--- config.mk ---
export PLATFORM = sky130hd
export DESIGN_NAME = bank_demux_buf
export DESIGN_NICKNAME = d
export VERILOG_FILES = /design/src/rtl/bank_demux_buf.sv
export SDC_FILE = /design/constraint.sdc
export NUM_CORES = 1
export LEC_CHECK = 0
export BUFFER_PORTS_ARGS = -buffer_cell sky130_fd_sc_hd__buf_2
export CORE_ASPECT_RATIO = 1.1
export CORE_UTILIZATION = 59
export DETAILED_ROUTE_END_ITERATION = 8
export GPL_ROUTABILITY_DRIVEN = 0
export PLACE_DENSITY_LB_ADDON = 0.3
export SLEW_MARGIN = 20
export SYNTH_ARGS = -nofsm -noshare
export SYNTH_HDL_FRONTEND = slang
export SYNTH_SLANG_ARGS = --single-unit
--- constraint.sdc ---
create_clock -name clk -period 4.2 [get_ports clk]
set_input_delay 0.84 -clock clk [delete_from_list [all_inputs] [get_ports clk]]
set_output_delay 0.84 -clock clk [all_outputs]
set_load 0.05 [all_outputs]
--- src/rtl/bank_demux_buf.sv ---
// Buffered 1-to-N_OUT demux with broadcast. Two-entry FIFO in front of the per-bank channels.
// Every output is derived from registered state only, so nothing combinational runs from input to output.
module bank_demux_buf #(
    parameter int N_OUT  = 8,
    parameter int SEL_W  = 3,
    parameter int DATA_W = 8,
    parameter int DEPTH  = 2
) (
    input  logic              clk,
    input  logic              rst_n,
    input  logic              in_valid,
    output logic              in_ready,
    input  logic [SEL_W-1:0]  in_sel,
    input  logic              in_bcast,
    input  logic [DATA_W-1:0] in_data,
    output logic [N_OUT-1:0]  out_valid,
    input  logic [N_OUT-1:0]  out_ready,
    output logic [DATA_W-1:0] out_data,
    output logic              err_sel,
    output logic [7:0]        drop_cnt
);

    localparam logic [SEL_W:0]   LP_NOUT  = (SEL_W+1)'(N_OUT);
    localparam logic [1:0]       LP_DEPTH = 2'(DEPTH);
    localparam logic [N_OUT-1:0] LP_ALL   = '1;
    localparam logic [N_OUT-1:0] LP_ONE   = N_OUT'(1);

    logic [1:0]        r_count;
    logic              r_head;
    logic              r_tail;
    logic              r_live;
    logic              r_bcast [DEPTH];
    logic [SEL_W-1:0]  r_sel   [DEPTH];
    logic [DATA_W-1:0] r_data  [DEPTH];
    logic [N_OUT-1:0]  r_acc_mask;
    logic [DATA_W-1:0] r_last_data;
    logic              r_err;
    logic [7:0]        r_drop_cnt;

    logic              w_has_head;
    logic              w_head_bcast;
    logic [SEL_W-1:0]  w_head_sel;
    logic [DATA_W-1:0] w_head_data;
    logic [N_OUT-1:0]  w_out_valid;
    logic [N_OUT-1:0]  w_xfer;
    logic              w_pop;
    logic              w_accept;
    logic              w_sel_bad;
    logic              w_drop;
    logic              w_push;
    logic [1:0]        w_count_nxt;
    logic [N_OUT-1:0]  w_acc_nxt;

    // r_live keeps in_ready low until the first edge after reset release.
    assign in_ready  = r_live & (r_count < LP_DEPTH);
    assign out_valid = w_out_valid;
    assign out_data  = w_has_head ? w_head_data : r_last_data;
    assign err_sel   = r_err;
    assign drop_cnt  = r_drop_cnt;

    always_comb begin
        w_has_head   = (r_count != 2'd0);
        w_head_bcast = r_bcast[r_head];
        w_head_sel   = r_sel[r_head];
        w_head_data  = r_data[r_head];
        w_out_valid  = '0;
        if (w_has_head) begin
            if (w_head_bcast) begin
                w_out_valid = LP_ALL & ~r_acc_mask;
            end else begin
                w_out_valid = LP_ONE << w_head_sel;
            end
        end
        w_xfer = w_out_valid & out_ready;
        w_pop  = 1'b0;
        if (w_has_head) begin
            w_pop = w_head_bcast ? ((r_acc_mask | w_xfer) == LP_ALL) : (w_xfer != '0);
        end
    end

    // A broadcast head remembers which channels already took it so none sees it twice.
    always_comb begin
        w_acc_nxt = r_acc_mask;
        if (w_pop) begin
            w_acc_nxt = '0;
        end else if (w_has_head && w_head_bcast) begin
            w_acc_nxt = r_acc_mask | w_xfer;
        end
    end

    always_comb begin
        w_accept  = in_valid & in_ready;
        w_sel_bad = ~in_bcast & ({1'b0, in_sel} >= LP_NOUT);
        w_drop    = w_accept & w_sel_bad;
        w_push    = w_accept & ~w_sel_bad;
        case ({w_push, w_pop})
            2'b10:   w_count_nxt = r_count + 2'd1;
            2'b01:   w_count_nxt = r_count - 2'd1;
            default: w_count_nxt = r_count;
        endcase
    end

    always_ff @(posedge clk or negedge rst_n) begin
        if (!rst_n) begin
            r_count <= 2'd0;
            r_head  <= 1'b0;
            r_tail  <= 1'b0;
            r_live  <= 1'b0;
            for (int i = 0; i < DEPTH; i++) begin
                r_bcast[i] <= 1'b0;
                r_sel[i]   <= '0;
                r_data[i]  <= '0;
            end
        end else begin
            r_live  <= 1'b1;
            r_count <= w_count_nxt;
            if (w_pop) begin
                r_head <= ~r_head;
            end
            if (w_push) begin
                r_bcast[r_tail] <= in_bcast;
                r_sel[r_tail]   <= in_sel;
                r_data[r_tail]  <= in_data;
                r_tail          <= ~r_tail;
            end
        end
    end

    // out_data keeps showing the last presented word once the buffer drains.
    always_ff @(posedge clk or negedge rst_n) begin
        if (!rst_n) begin
            r_acc_mask  <= '0;
            r_last_data <= '0;
        end else begin
            r_acc_mask <= w_acc_nxt;
            if (w_has_head) begin
                r_last_data <= w_head_data;
            end
        end
    end

    always_ff @(posedge clk or negedge rst_n) begin
        if (!rst_n) begin
            r_err      <= 1'b0;
            r_drop_cnt <= 8'd0;
        end else begin
            r_err <= w_drop;
            if (w_drop && (r_drop_cnt != 8'hFF)) begin
                r_drop_cnt <= r_drop_cnt + 8'd1;
            end
        end
    end

endmodule

==> results of run 1 <==
[cells in the mapped netlist (2+ instances only)]
| cell | n | area (um2) |
|---|---|---|
| sky130_fd_sc_hd__mux2i_1 | 8 | 80.1 |
| sky130_fd_sc_hd__xnor2_1 | 3 | 26.3 |
| sky130_fd_sc_hd__buf_4 | 10 | 75.1 |
| sky130_fd_sc_hd__nand3_1 | 2 | 10.0 |
| sky130_fd_sc_hd__o21ai_0 | 8 | 40.0 |
| sky130_fd_sc_hd__nor3b_1 | 3 | 22.5 |
| sky130_fd_sc_hd__o21ai_1 | 2 | 10.0 |
| sky130_fd_sc_hd__dfrtp_1 | 45 | 1130 |
| sky130_fd_sc_hd__and2_1 | 4 | 25.0 |
| sky130_fd_sc_hd__nand2_1 | 18 | 67.6 |
| sky130_fd_sc_hd__nor3_1 | 4 | 20.0 |
| sky130_fd_sc_hd__o22ai_2 | 3 | 37.5 |
| sky130_fd_sc_hd__nor2_1 | 11 | 41.3 |
| sky130_fd_sc_hd__or2_1 | 8 | 50.1 |
| sky130_fd_sc_hd__and3b_1 | 3 | 26.3 |
| sky130_fd_sc_hd__conb_1 | 2 | 7.51 |
| sky130_fd_sc_hd__a2111oi_4 | 2 | 55.1 |
| sky130_fd_sc_hd__a21oi_1 | 21 | 105 |
| sky130_fd_sc_hd__mux2_2 | 25 | 282 |
| sky130_fd_sc_hd__nor3b_2 | 2 | 25.0 |
| sky130_fd_sc_hd__buf_6 | 2 | 22.5 |
| sky130_fd_sc_hd__o22ai_1 | 7 | 43.8 |
| sky130_fd_sc_hd__clkbuf_1 | 5 | 18.8 |
| sky130_fd_sc_hd__nor3_2 | 6 | 60.1 |
[worst register-to-register path: stages, from the launching register on]
cell	delay, ns
sky130_fd_sc_hd__dfrtp_1	0.38
sky130_fd_sc_hd__mux2i_2	0.70
sky130_fd_sc_hd__or2_1	0.22
sky130_fd_sc_hd__a21oi_1	0.10
sky130_fd_sc_hd__a2111oi_4	0.45
sky130_fd_sc_hd__a21oi_4	0.18
sky130_fd_sc_hd__or2_1	0.25
sky130_fd_sc_hd__ha_1	0.22
sky130_fd_sc_hd__xnor2_1	0.14
sky130_fd_sc_hd__nor2_1	0.12
sky130_fd_sc_hd__xor2_1	0.18
[layer usage]
metal	global-route usage	routed length (um)
met5	0	0
met4	0.0749	53
met3	0.0464	164
met2	0.361	2260
met1	0.294	2150
[flip-flops by register name, summed over array words and instances (netlist names)]
signal	count
r_acc_mask	8
r_bcast	2
r_count	2
r_data	16
r_head	1
r_last_data	8
r_live	1
r_sel	6
r_tail	1
[through the flow]
stage	instance area, um2	hold WS [ns]	std cells	setup WS (ns)
floorplan	2450	0.468	229	1.13
global placement	2600	0.465	303	1.37
detailed placement	2600	0.474	303	1.22
CTS	2700	0.494	311	1.19
global route	2700	0.512	311	0.987
finish	2700	0.492	311	1.19
[layout make-up]
class,count,share of cell area
clock buffer,6,0.0306
tap,52,0.0241
inverter,1,0.00139
multi-input combinational,164,0.444
sequential,45,0.417
timing repair buffer,41,0.0779
clock inverter,2,0.00510
[cells by family after synthesis]
| family | after synthesis |
|---|---|
| compound gates | 48 |
| other cells | 2 |
| xor+xnor | 4 |
| fa+ha+maj | 1 |
| simple gates | 67 |
| buf+inv | 20 |
| mux | 34 |
| flops | 45 |
[how the worst max path moves through the flow]
stage / end / slack, ns / startpoint
finish: r_count[1]$_DFFE_PN0P_ / 1.19 / r_head$_DFFE_PN0P_
global route: r_count[1]$_DFFE_PN0P_ / 0.99 / r_bcast[0]$_DFFE_PN0P_
CTS: r_count[1]$_DFFE_PN0P_ / 1.19 / r_head$_DFFE_PN0P_
detailed placement: r_count[1]$_DFFE_PN0P_ / 1.22 / r_head$_DFFE_PN0P_
global placement: r_count[1]$_DFFE_PN0P_ / 1.37 / r_head$_DFFE_PN0P_
floorplan: out_data[0] / 1.13 / r_head$_DFFE_PN0P_
==> PnR_summary.wiki, run 1 <==
{| class="wikitable"
! Metric !! Value
|-
| Status || finished clean
|-
| Hold path endpoint || r_last_data[1]$_DFF_PN0_
|-
| Die height || about 70 um
|-
| Number of slew-limit violations in the final report || 0
|-
| Number of port buffers || 39
|-
| Post-CTS Setup Repair Bufs || 0
|-
| Worst Path Arrival || roughly 3.2 ns
|-
| Wire length of the first global-routing pass || around 7500 um
|-
| Slew Limit Headroom || 0.339
|-
| Synth warn || 0
|-
| Count of cells along the worst hold path || 2
|-
| Number of DRC violations after detailed-routing iteration 0 || 87
|-
| Count of final setup violators || 0
|-
| Die outline area || about 4400 um2
|-
| GR Util All Layers || 0.222
|-
| Flop2flop setup slack || between 1 and 1.5 ns
|-
| Rows || 24
|-
| Hold path startpoint || r_last_data[1]$_DFF_PN0_
|-
| Number of enable-type register cells in the synthesized netlist || 0
|-
| Half-perimeter wire length after placement || 3390 um
|-
| CP top delay family || compound AO/OA/AOI/OAI gates
|-
| Sequential cell area || 1130 um2
|-
| Number of I/O pins || 49
|-
| Most used cells in the layout excluding fill and tap cells || 45 x sky130_fd_sc_hd__dfrtp_1, 39 x sky130_fd_sc_hd__buf_2, 25 x sky130_fd_sc_hd__mux2_2
|-
| Post-synthesis sequential area ratio || 0.465
|-
| Xor and xnor fraction of the mapped netlist area || 0.0145
|-
| Unrepaired setup endpoints after global routing || no
|-
| Multi-input combinational cell area || roughly 1200 um2
|-
| Clock buffers created by TritonCTS || 5
|-
| DRC violations left || 0
|-
| Via-per-instance ratio || around 5.5
|-
| Grt total ovfl || 0
|-
| Worst Setup Start Kind || flop
|-
| Kind of end point of the critical path || flop
|-
| Required time at the worst-slack endpoint || 4.41 ns
|-
| Number of fill cells || 321
|-
| Simple-gate share of the synthesized area || 0.163
|-
| Portion of netlist area occupied by mux cells || 0.155
|-
| Number of instances in the synthesized netlist || 221
|-
| TritonCTS clock tree || yes
|-
| Largest family of logic cells by synthesized area || simple AND/OR/NAND/NOR gates
|-
| Type of the setup path with the least slack || flop to flop
|-
| Root buffer selected by CTS || sky130_fd_sc_hd__clkbuf_8
|-
| Number of synthesized register bits || 45
|-
| Post-synthesis share of cell area spent on full adders, half adders and majority gates || 0.00517
|-
| Critical Path Slowest Stage Cell || sky130_fd_sc_hd__mux2i_2
|-
| Nets@finish || roughly 280
|-
| Synth Area in Compound Gates || 0.141
|-
| Synthesized area || roughly 2400 um2
|-
| R2R Path Start || r_head$_DFFE_PN0P_
|-
| Most used DFF post-synth || sky130_fd_sc_hd__dfrtp_1
|-
| Post-detailed-route count of antenna-violating nets || 0
|-
| Largest net degree at the start of global routing || 46
|-
| Via count of the first global-routing pass || 1,630
|-
| Number of max-cap violations || 0
|-
| Fraction of layout cells with a size suffix above 1 || 0.351
|-
| Clock skew after layout || 0.0107 ns
|-
| Number of cells traversed by the worst register-to-register path || 10
|-
| Buffer depth of the longest clock path || 2
|-
| Routed via count || 1,714
|-
| Number of antenna violations at the first check in global routing || 0
|-
| Number of endpoints with negative hold slack in the final report || 0
|-
| Cells along the critical path || mux2i_2 > or2_1 > a21oi_1 > a2111oi_4 > a21oi_4 > or2_1 > ha_1 > xnor2_1 > nor2_1 > xor2_1
|-
| Core ar. || between 3000 and 4000 um2
|-
| Fraction of the cycle the final worst path needs || 0.717
|-
| Resized cells post-CTS || 0
|-
| Drt pass-1 iters || 4
|-
| Worst Max-Slew Pin Slew || 0.992 ns
|-
| Number of antenna cells inserted || 0
|-
| Count of distinct cell types in the synthesized netlist || between 40 and 50
|-
| Cts hold-fix bufs || 0
|-
| Logic depth of the worst path, buffers included || 10
|-
| Number of buffers and inverters on the critical path || 0
|-
| Average wire per standard cell || between 10 and 15 um
|-
| Path class of the lowest-slack min-delay path || flop to flop
|-
| Final core utilization || 0.686
|-
| CP dominant cell by count || sky130_fd_sc_hd__or2_1
|-
| Endpoint of the worst register-to-register path || r_count[1]$_DFFE_PN0P_
|-
| Source-to-sink clock delay at the later pin of the worst-skew pair || 0.29 ns
|-
| TNS Setup || 0 ns
|-
| Largest incremental delay on the critical path || 0.70 ns
|-
| CTS clock-pin slew for the worst setup and hold paths || roughly 0.08 ns
|-
| Total length of routed wires || roughly 4600 um
|-
| Leading cell type in the layout, fill and taps excluded || sky130_fd_sc_hd__dfrtp_1
|-
| Avg Inst Size Synth || approximately 11 um2
|-
| Peak Freq || 332 MHz
|-
| Minimum period implied by the final worst setup slack || approximately 3 ns
|-
| Initial Utilization || 0.615
|-
| Area growth from synthesis to layout || 11.5%
|-
| Die outline width || 63.1 um
|-
| Async S/R FF share, synth || 1.00
|-
| Clock H-tree levels || 2
|-
| Clock sink count || 45
|-
| Maximum fanout count along the critical path || 19
|}
Power of run 1 is left out: the tool's default activity adds up to more than one toggle a clock period on the data nets, which glitch-free logic cannot reach.
==> run 2: changes to the inputs <==
--- a/config.mk
+++ b/config.mk
@@ -7,7 +7,7 @@
 export LEC_CHECK = 0
 export BUFFER_PORTS_ARGS = -buffer_cell sky130_fd_sc_hd__buf_2
 export CORE_ASPECT_RATIO = 1.1
-export CORE_UTILIZATION = 59
+export CORE_UTILIZATION = 49
 export DETAILED_ROUTE_END_ITERATION = 8
 export GPL_ROUTABILITY_DRIVEN = 0
 export PLACE_DENSITY_LB_ADDON = 0.3
==> constraint.sdc (replaced) <==
create_clock -name clk -period 2.69 [get_ports clk]
set_input_delay 0.538 -clock clk [delete_from_list [all_inputs] [get_ports clk]]
set_output_delay 0.538 -clock clk [all_outputs]
set_load 0.05 [all_outputs]
==> run 2 against run 1 <==
Effect of this change: die area up 20%; core utilization down 7.8 points; final cell count up 4.8%; sequential cell count unchanged; register-to-register slack worse by 1.1 ns; worst setup slack worse by 1.1 ns; clock skew down 0.0043 ns; highest routed layer unchanged.
==> PnR_summary.wiki, run 2 (synthesized netlist as in run 1, its figures left out) <==
{| class="wikitable"
! Metric !! Value
|-
| Clock buffers created by TritonCTS || 5 (unchanged)
|-
| Number of slew-limit violations in the final report || 0 (unchanged)
|-
| Number of I/O pins || 49 (unchanged)
|-
| TritonCTS clock tree || yes
|-
| Number of antenna violations at the first check in global routing || 0 (unchanged)
|-
| Number of max-cap violations || 0 (unchanged)
|-
| Number of port buffers || 39 (unchanged)
|-
| Largest net degree at the start of global routing || 23 (-50%)
|-
| Root buffer selected by CTS || sky130_fd_sc_hd__clkbuf_8
|-
| Kind of end point of the critical path || flop
|-
| Source-to-sink clock delay at the later pin of the worst-skew pair || 0.30 ns (about the same)
|-
| Number of antenna cells inserted || 0 (unchanged)
|-
| Slew Limit Headroom || 0.566 (+0.227)
|-
| Half-perimeter wire length after placement || 3540 um (+4.6%)
|-
| Final core utilization || 0.608 (-0.0776)
|-
| Core ar. || 4680 um2 (+19%)
|-
| Count of placed standard cells including taps || 316 (+4.3%)
|-
| Count of final setup violators || 0 (unchanged)
|-
| Type of the setup path with the least slack || flop to flop
|-
| Die height || 75.7 um (+9.5%)
|-
| Unrepaired setup endpoints after global routing || yes
|-
| Registers with the most flip-flops || r_data (16), r_acc_mask (8), r_last_data (8)
|-
| Clock skew after layout || 0.00638 ns (-0.00432 ns)
|-
| Most used cells in the layout excluding fill and tap cells || 45 x sky130_fd_sc_hd__dfrtp_1, 39 x sky130_fd_sc_hd__buf_2, 25 x sky130_fd_sc_hd__mux2_2
|-
| Via-per-instance ratio || 5.55 (+0.63%)
|-
| Rows || 26 (+8.3%)
|-
| Number of DRC violations after detailed-routing iteration 0 || 74 (-15%)
|-
| R2R Path Start || r_head$_DFFE_PN0P_
|-
| Worst Max-Slew Pin Slew || 0.649 ns (-0.343 ns)
|-
| Endpoint of the worst register-to-register path || r_count[1]$_DFFE_PN0P_
|-
| Fraction of the cycle the final worst path needs || 0.967 (+0.250)
|-
| Clock sink count || 45 (unchanged)
|-
| Worst Setup Start Kind || flop
|-
| Initial Utilization || 0.517 (-0.0986)
|-
| Maximum fanout count along the critical path || 10 (-9)
|-
| Nets@finish || 293 (+3.9%)
|-
| Multi-input combinational cell area || 1240 um2 (+4.0%)
|-
| Fraction of layout cells with a size suffix above 1 || 0.411 (+0.0598)
|-
| Post-detailed-route count of antenna-violating nets || 0 (unchanged)
|-
| DRC violations left || 0 (unchanged)
|-
| Area growth from synthesis to layout || 17.8%
|-
| Leading cell type in the layout, fill and taps excluded || sky130_fd_sc_hd__dfrtp_1
|-
| GR Util All Layers || 0.196 (-0.0262)
|-
| Number of endpoints with negative hold slack in the final report || 0 (unchanged)
|-
| Crit path from || r_head$_DFFE_PN0P_
|-
| Average wire per standard cell || 15.4 um (+3.3%)
|-
| Buffer depth of the longest clock path || 2 (unchanged)
|-
| Most flops, register || r_data
|-
| Number of cells in the finished layout apart from fillers || 326 (+4.8%)
|-
| Routed via count || 1,808 (+5.5%)
|-
| Status || finished clean
|-
| Die outline width || 69.0 um (+9.4%)
|-
| Flop2flop setup slack || 0.09 ns (-1.10 ns)
|-
| Via count of the first global-routing pass || 1,762 (+8.1%)
|-
| Wire length of the first global-routing pass || 7890 um (+5.8%)
|-
| Worst Path Arrival || 2.82 ns (-0.40 ns)
|-
| Clock H-tree levels || 2 (unchanged)
|-
| Path class of the lowest-slack min-delay path || primary input to async pin
|-
| Drt pass-1 iters || 4 (unchanged)
|-
| Grt total ovfl || 0 (unchanged)
|-
| Total length of routed wires || 5010 um (+8.3%)
|-
| Sequential cell area || 1130 um2 (unchanged)
|-
| Minimum period implied by the final worst setup slack || 2.60 ns (-0.411 ns)
|-
| Required time at the worst-slack endpoint || 2.91 ns (-1.50 ns)
|-
| CTS clock-pin slew for the worst setup and hold paths || 0.09 ns (about the same)
|-
| End point of the critical path || r_count[1]$_DFFE_PN0P_
|-
| Peak Freq || 385 MHz (+16%)
|-
| Number of flip-flops under the largest register name || 16 (unchanged)
|-
| Number of fill cells || 383 (+19%)
|-
| Number of cells traversed by the worst register-to-register path || 10 (unchanged)
|-
| Die outline area || 5220 um2 (+20%)
|}
[run 2: worst max-delay path: stages (launching register included)]
cell                        delay, ns
sky130_fd_sc_hd__dfrtp_1         0.42
sky130_fd_sc_hd__buf_4           0.18
sky130_fd_sc_hd__and3b_2         0.25
sky130_fd_sc_hd__o22ai_2         0.20
sky130_fd_sc_hd__a21oi_2         0.10
sky130_fd_sc_hd__a2111oi_4       0.42
sky130_fd_sc_hd__a21oi_4         0.09
sky130_fd_sc_hd__or2_1           0.22
sky130_fd_sc_hd__ha_1            0.32
sky130_fd_sc_hd__nor2_1          0.14
sky130_fd_sc_hd__xor2_1          0.17
[run 2: timing repair]
item | CTS | global route
hold buffers | 0 | 0
setup buffers | 1 | 1
endpoints found under the setup margin | 1 | 5
resized for setup | 0 | 13
pin swaps | 1 | 3
[run 2: through the flow]
| step | TNS [ns] | worst slack (ns) | hold WS (ns) | instance area (um2) |
|---|---|---|---|---|
| floorplan | 0 | 0.170 | 0.242 | 2450 |
| global placement | 0 | 0.117 | 0.470 | 2670 |
| detailed placement | 0 | 0.0220 | 0.476 | 2670 |
| CTS | 0 | 0.00527 | 0.163 | 2790 |
| global route | -0.118 | -0.0617 | 0.174 | 2850 |
| finish | 0 | 0.0894 | 0.155 | 2850 |
[run 2: metal layers]
layer	up-vias	wire [um]	global-route usage
met2	54	2650	0.369
li1	870	-	-
met3	9	194	0.0423
met4	0	78	0.0771
met5	-	0	0
met1	875	2090	0.220
[run 2: worst min path at each step]
| stage | end | cells past startpoint |
|---|---|---|
| floorplan | r_acc_mask[0]$_DFFE_PN0P_ | 0 |
| global placement | r_last_data[3]$_DFF_PN0_ | 2 |
| detailed placement | r_last_data[1]$_DFF_PN0_ | 2 |
| CTS | r_data[0]$_DFFE_PN0P_ | 1 |
| global route | r_data[4]$_DFFE_PN0P_ | 1 |
| finish | r_data[0]$_DFFE_PN0P_ | 1 |
[run 2: area by class of cell]
| cell class | instances | area share |
|---|---|---|
| clock inverters | 1 | 0.00307 |
| well taps | 56 | 0.0246 |
| clock buffers | 7 | 0.0338 |
| multi-input cells | 164 | 0.437 |
| flip-flops and latches | 45 | 0.395 |
| inverters | 1 | 0.00132 |
| repair buffers | 52 | 0.105 |
Power of run 2 is left out for the same reason.
